## src/rtl/ps2_pkg.sv

```systemverilog
// Shared PS/2 command bytes, completion status codes and arbiter state encoding.
package ps2_pkg;

    localparam logic [7:0] PS2_CMD_RESET  = 8'hFF;
    localparam logic [7:0] PS2_CMD_ENABLE = 8'hF4;
    localparam logic [7:0] PS2_CMD_RATE   = 8'hF3;
    localparam logic [7:0] PS2_ACK        = 8'hFA;
    localparam logic [7:0] PS2_RESEND     = 8'hFE;
    localparam logic [7:0] PS2_BAT_PASS   = 8'hAA;

    typedef enum logic [1:0] {
        STATUS_OK      = 2'b00,
        STATUS_NACK    = 2'b01,
        STATUS_RX_ERR  = 2'b10,
        STATUS_TIMEOUT = 2'b11
    } status_e;

    typedef enum logic [2:0] {
        ST_IDLE      = 3'd0,
        ST_SEND      = 3'd1,
        ST_WAIT_SENT = 3'd2,
        ST_WAIT_ACK  = 3'd3,
        ST_DONE      = 3'd4
    } arb_state_e;

    typedef struct packed {
        status_e    status;
        logic [7:0] reply;
    } result_t;

    // Final status for any reply that is not a resend request.
    function automatic status_e classify_reply(input logic [1:0] err, input logic [7:0] data);
        if (err != 2'b00) begin
            return STATUS_RX_ERR;
        end
        if (data == PS2_ACK) begin
            return STATUS_OK;
        end
        return STATUS_RX_ERR;
    endfunction

endpackage

```

## src/rtl/ps2_timeout_ctr.sv

```systemverilog
// Saturating wait-state timer; expired_o is registered and tracks (count >= LIMIT).
module ps2_timeout_ctr #(
    parameter int unsigned LIMIT = 2000000,
    parameter int unsigned W     = 21
) (
    input  logic clk_i,
    input  logic rst_n_i,
    input  logic clr_i,
    input  logic en_i,
    output logic expired_o
);

    logic [W-1:0] cnt_q;
    logic [W-1:0] cnt_d;
    logic         expired_q;

    always_comb begin
        cnt_d = cnt_q;
        if (clr_i) begin
            cnt_d = '0;
        end else if (en_i && (cnt_q != {W{1'b1}})) begin
            cnt_d = cnt_q + W'(1);
        end
    end

    always_ff @(posedge clk_i) begin
        if (!rst_n_i) begin
            cnt_q     <= '0;
            expired_q <= 1'b0;
        end else begin
            cnt_q     <= cnt_d;
            expired_q <= (cnt_d >= W'(LIMIT));
        end
    end

    assign expired_o = expired_q;

endmodule

```

## src/rtl/ps2_cmd_arbiter.sv

```systemverilog
// Round-robin arbiter sharing one PS/2 transmitter/receiver pair between two command
// requesters; owns the receiver for the span of a transaction, passes it through otherwise.
module ps2_cmd_arbiter
    import ps2_pkg::*;
#(
    parameter int unsigned ACK_TIMEOUT = 2000000,
    parameter int unsigned TIMER_W     = 21,
    parameter int unsigned MAX_RETRY   = 2
) (
    input  logic       clk_i,
    input  logic       rst_n_i,
    input  logic [1:0] req_i,
    input  logic [7:0] req_byte0_i,
    input  logic [7:0] req_byte1_i,
    output logic [1:0] gnt_o,
    output logic [1:0] done_o,
    output logic [1:0] status_o,
    output logic [7:0] reply_o,
    output logic       send_byte_o,
    output logic [7:0] byte_to_send_o,
    input  logic       byte_sent_i,
    input  logic       byte_ready_i,
    input  logic [7:0] byte_read_i,
    input  logic [1:0] byte_error_code_i,
    output logic       read_enable_c_o,
    output logic       rx_ready_c_o,
    output logic [7:0] rx_byte_c_o,
    output logic [1:0] rx_err_c_o,
    input  logic       rx_read_en_i
);

    localparam int unsigned RETRY_W = (MAX_RETRY > 0) ? $clog2(MAX_RETRY + 1) : 1;

    arb_state_e         state_q, state_d;
    logic [1:0]         gnt_q, gnt_d;
    logic [1:0]         done_q, done_d;
    result_t            res_q, res_d;
    logic               send_q, send_d;
    logic [7:0]         byte_q, byte_d;
    logic [RETRY_W-1:0] retry_q, retry_d;
    logic               last_q, last_d;
    logic               grant_sel_c;
    logic               timer_clr_c;
    logic               timer_en_c;
    logic               timer_expired;
    logic               own_read_c;
    logic               owned_c;

    ps2_timeout_ctr #(
        .LIMIT (ACK_TIMEOUT),
        .W     (TIMER_W)
    ) u_timeout (
        .clk_i     (clk_i),
        .rst_n_i   (rst_n_i),
        .clr_i     (timer_clr_c),
        .en_i      (timer_en_c),
        .expired_o (timer_expired)
    );

    // A lone requester always wins; on a tie the one not served last goes next.
    assign grant_sel_c = (req_i == 2'b11) ? ~last_q : req_i[1];

    always_ff @(posedge clk_i) begin
        if (!rst_n_i) begin
            state_q <= ST_IDLE;
            gnt_q   <= 2'b00;
            done_q  <= 2'b00;
            res_q   <= '{status: STATUS_OK, reply: 8'h00};
            send_q  <= 1'b0;
            byte_q  <= PS2_CMD_RESET;
            retry_q <= '0;
            last_q  <= 1'b1;
        end else begin
            state_q <= state_d;
            gnt_q   <= gnt_d;
            done_q  <= done_d;
            res_q   <= res_d;
            send_q  <= send_d;
            byte_q  <= byte_d;
            retry_q <= retry_d;
            last_q  <= last_d;
        end
    end

    always_comb begin
        state_d     = state_q;
        gnt_d       = gnt_q;
        done_d      = 2'b00;
        res_d       = res_q;
        send_d      = 1'b0;
        byte_d      = byte_q;
        retry_d     = retry_q;
        last_d      = last_q;
        timer_clr_c = 1'b0;
        timer_en_c  = 1'b0;
        own_read_c  = 1'b0;

        case (state_q)
            ST_IDLE: begin
                if (req_i != 2'b00) begin
                    gnt_d   = grant_sel_c ? 2'b10 : 2'b01;
                    byte_d  = grant_sel_c ? req_byte1_i : req_byte0_i;
                    state_d = ST_SEND;
                end
            end
            ST_SEND: begin
                send_d      = 1'b1;
                timer_clr_c = 1'b1;
                state_d     = ST_WAIT_SENT;
            end
            ST_WAIT_SENT: begin
                timer_en_c = 1'b1;
                if (byte_sent_i) begin
                    timer_clr_c = 1'b1;
                    state_d     = ST_WAIT_ACK;
                end else if (timer_expired) begin
                    res_d   = '{status: STATUS_TIMEOUT, reply: 8'h00};
                    done_d  = gnt_q;
                    state_d = ST_DONE;
                end
            end
            ST_WAIT_ACK: begin
                timer_en_c = 1'b1;
                if (byte_ready_i) begin
                    own_read_c = 1'b1;
                    if ((byte_error_code_i == 2'b00) && (byte_read_i == PS2_RESEND)
                        && (retry_q < RETRY_W'(MAX_RETRY))) begin
                        retry_d = retry_q + RETRY_W'(1);
                        state_d = ST_SEND;
                    end else begin
                        // Spent resends surface as NACK; everything else is classified.
                        if ((byte_error_code_i == 2'b00) && (byte_read_i == PS2_RESEND)) begin
                            res_d.status = STATUS_NACK;
                        end else begin
                            res_d.status = classify_reply(byte_error_code_i, byte_read_i);
                        end
                        res_d.reply = byte_read_i;
                        done_d      = gnt_q;
                        state_d     = ST_DONE;
                    end
                end else if (timer_expired) begin
                    res_d   = '{status: STATUS_TIMEOUT, reply: 8'h00};
                    done_d  = gnt_q;
                    state_d = ST_DONE;
                end
            end
            ST_DONE: begin
                gnt_d   = 2'b00;
                retry_d = '0;
                last_d  = gnt_q[1];
                state_d = ST_IDLE;
            end
            default: begin
                state_d = ST_IDLE;
            end
        endcase
    end

    assign owned_c         = (state_q != ST_IDLE);
    assign read_enable_c_o = owned_c ? own_read_c : rx_read_en_i;
    assign rx_ready_c_o    = owned_c ? 1'b0 : byte_ready_i;
    assign rx_byte_c_o     = byte_read_i;
    assign rx_err_c_o      = byte_error_code_i;

    assign gnt_o          = gnt_q;
    assign done_o         = done_q;
    assign status_o       = 2'(res_q.status);
    assign reply_o        = res_q.reply;
    assign send_byte_o    = send_q;
    assign byte_to_send_o = byte_q;

endmodule
```

## config.mk

```make
export PLATFORM = sky130hd
export DESIGN_NAME = ps2_cmd_arbiter
export DESIGN_NICKNAME = d
export VERILOG_FILES = /design/src/rtl/ps2_pkg.sv /design/src/rtl/ps2_timeout_ctr.sv /design/src/rtl/ps2_cmd_arbiter.sv
export SDC_FILE = /design/constraint.sdc
export NUM_CORES = 1
export LEC_CHECK = 0
export CORE_AREA = 10 10 99 101
export CTS_CLUSTER_DIAMETER = 30
export DETAILED_ROUTE_END_ITERATION = 8
export DIE_AREA = 0 0 109 111
export GPL_ROUTABILITY_DRIVEN = 0
export GPL_TIMING_DRIVEN = 0
export PLACE_DENSITY = 0.6
export SKIP_CTS_REPAIR_TIMING = 1
export SLEW_MARGIN = 40
export SYNTH_ARGS = -nofsm -noshare
export SYNTH_HDL_FRONTEND = slang
export SYNTH_SLANG_ARGS = --single-unit
```

## constraint.sdc

```tcl
create_clock -name clk_i -period 2.7 [get_ports clk_i]
set_clock_uncertainty 0.2 [all_clocks]
set_input_delay 0.405 -clock clk_i [delete_from_list [all_inputs] [get_ports clk_i]]
set_output_delay 0.405 -clock clk_i [all_outputs]
set_load 0.02 [all_outputs]
```

==> impl_metrics.tcl <==
set metrics [dict create \
    outcome "completed" \
    r2r_end "u_timeout.expired_o" \
    grt_overflow_total 0 \
    rsz0062_at_grt "false" \
    syn_to_final_growth_pct 36.7 \
    synth_top_cell_area_share_pct 40.2 \
    p_leak_nw 1.30 \
    ys_types 54 \
    startpoint "state_q[0]" \
    final_hold_viol_count 0 \
    ys_top_cells_by_count "dfxtp_1 (51), nor2_1 (31), nand2_1 (28)" \
    port_buffers 67 \
    rr_worst_depth 8 \
    slew_violations 0 \
    die_height_um 111 \
    async_flop_share_pct 0 \
    seqCellArea_um2 1020 \
    yosys_warnings 0 \
    drt_iter0_markers 55 \
    ant_nets 0 \
    final_core_util_pct 43.6 \
    dpl.hpwl_mm 5.06 \
    r2r_slack_ns 0.22 \
    grt_first_pass_wirelength_mm 10.8 \
    endpoint_kind "output pin" \
    ir_drop_mv 0.261 \
    nets 394 \
    endpoint "read_enable_c_o" \
    numCtsBuffers 5 \
    grt_usage_pct 10.8 \
    start_kind "flip-flop" \
    crit_arrival_ns 1.94 \
    fillers 796 \
    tritoncts "built" \
    synth_cells 284 \
    ioPinCount 68 \
    root_buffer "clkbuf_8" \
    vias_per_cell 4.81 \
    tightest_slew_ns 0.675 \
    fin_crit_sh_pct 94.2 \
    finalSetupTns_ns 0 \
    synth_nets 318 \
    slew_headroom_pct 54.9 \
    power_density_nw_per_um2 519 \
    clock-sinks 51 \
    detail_route.wl_per_cell_um 13.7 \
    synth.ff_latch_count 51 \
    ys_seq_area_share_pct 40.2 \
    row_count 33 \
    drt_wl_total_mm 6.40 \
    syn_area_per_cell_um2 8.94 \
    synth_area_leaders "dfxtp_1 (40%), nor2_1 (4.6%), mux2i_1 (4.3%), nand2_1 (4.1%), xor2_1 (3.8%)" \
    clock_latency_ns 0.31 \
    grt_max_degree 16 \
    die_w_um 109 \
    cap_viol_max_count 0 \
    multi_input_area_um2 1320 \
    synth_most_common_cell "dfxtp_1" \
    dr.pass1.iters 4 \
    synth_top_cell_by_area "dfxtp_1" \
    crit_type "flip-flop to output pin" \
    ctsHtreeMaxLevel 2 \
    initial_utilization_pct 31.9 \
    layout-drive-gt1-share_pct 12.5 \
    coreArea_um2 7970 \
    grt_pass1_vias 2260 \
    cts_max_path_buffers 2 \
    setup_viol 0 \
    drc 0 \
    fmax_mhz 393 \
    period_needed_ns 2.54 \
    clk_pin_slew_worst_paths_ns 0.09 \
    die_area_um2 12100 \
    antenna_found_initial 0 \
    synth-edff-count 0 \
    ys.flop_type "dfxtp_1" \
    hold_class "flip-flop to flip-flop" \
    diodes 0 \
    reg2reg_from "u_timeout.cnt_q[0]" \
    num_vias 2243 \
    cp.required_ns 2.10 \
    syn_area_um2 2540 \
    crit_fanout 10 \
]
==> layout make-up <==
| class | count | area share (%) |
|---|---|---|
| plain buffers | 27 | 5.33 |
| clock buffers | 7 | 2.77 |
| clock inverters | 1 | 0.216 |
| inverters | 8 | 0.865 |
| multi-input cells | 198 | 37.9 |
| flip-flops and latches | 51 | 29.4 |
| well taps | 105 | 3.78 |
| repair buffers | 69 | 19.7 |
==> registers in the layout, summed over array words and instances, names as in the netlist <==
signal / flops
done_o: 2
send_byte_o: 1
u_timeout.expired_o: 1
status_o: 2
retry_q: 2
state_q: 3
gnt_o: 2
byte_to_send_o: 8
last_q: 1
reply_o: 8
u_timeout.cnt_q: 21
==> cells in the final DEF, fill, tap and decap left out, types with 2 or more instances in the layout <==
cell type,netlist,layout
clkdlybuf4s50_1,0,67
dfxtp_1,51,51
nor2_1,31,29
nand2_1,28,28
buf_4,12,14
nand4_1,11,11
xor2_1,11,11
mux2i_1,11,11
nand3_1,10,10
inv_1,8,8
and3_1,8,8
a22o_1,8,8
o211ai_1,8,8
a21oi_1,7,7
xnor2_1,7,7
clkbuf_8,0,7
buf_2,6,6
o21ai_0,6,6
clkbuf_1,5,5
nor3_1,4,4
and4_1,4,4
or3_1,3,3
and2_1,2,2
nor2_2,0,2
a21o_1,2,2
buf_6,2,2
a31oi_1,2,2
nor3b_1,2,2
o21a_1,2,2
nor2b_1,2,2
a211oi_1,2,2
nor4_1,3,2
a2111oi_0,2,2
==> worst min-delay path by stage <==
stage	from	end	depth (start not counted)	slack, ns
6_report	reply_o[2]	reply_o[2]	1	0.28
4_1_cts	reply_o[2]	reply_o[2]	1	0.29
3_5_place_dp	reply_o[0]	reply_o[0]	1	0.26
2_1_floorplan	last_q	last_q	2	0.23
5_1_grt	reply_o[2]	reply_o[2]	1	0.31
3_3_place_gp	byte_to_send_o[7]	byte_to_send_o[7]	2	0.26
==> per-layer routing <==
metal / wire length (um) / global-route usage, %
met1: 2720 / 11.9
met2: 3080 / 18.0
met3: 535 / 5.06
met4: 70 / 2.90
met5: 0 / 0
==> through the flow <==
step | instances | cell area (um2) | setup slack, ns | hold slack, ns | power, W
3_5_place_dp | 456 | 3340 | -0.375 | 0.265 | 0.00133
4_1_cts | 464 | 3450 | -0.0506 | 0.293 | 0.00183
2_1_floorplan | 284 | 2540 | 0.415 | 0.235 | 0.00112
3_3_place_gp | 456 | 3340 | -0.402 | 0.263 | 0.00133
6_report | 466 | 3470 | 0.158 | 0.284 | 0.00180
5_1_grt | 466 | 3470 | 0.0154 | 0.312 | 0.00191
==> critical path, cell delays in order, from the launching register on <==
cell and delay (ns):
dfxtp_1 0.33, clkbuf_1 0.21, nor2_2 0.22, nand2_1 0.07, a21oi_1 0.16, clkdlybuf4s50_1 0.63
==> power breakdown <==
| group | total [W] | switching (W) | leakage, nW | internal, W |
|---|---|---|---|---|
| logic | 0.000486 | 0.000259 | 0.839 | 0.000227 |
| clock network | 0.000492 | 0.000258 | 0.0505 | 0.000234 |
| registers | 0.000826 | 0.0000267 | 0.414 | 0.000799 |
==> logic make-up (layout without fill, tap and decap cells) <==
kind of cell               count (synthesis)  after routing  synth area share (%)
AOI/OAI and AO/OA                         50             50                  15.6
xor gates and xnor gates                  18             18                  6.21
adders and majority gates                  1              1                 0.493
buffers and inverters                     35            112                  8.47
DFF                                       51             51                  40.2
muxes                                     11             11                  4.34
and+or+nand+nor                          118            118                  24.7
No activity file was read; power rests on OpenSTA's default activity.
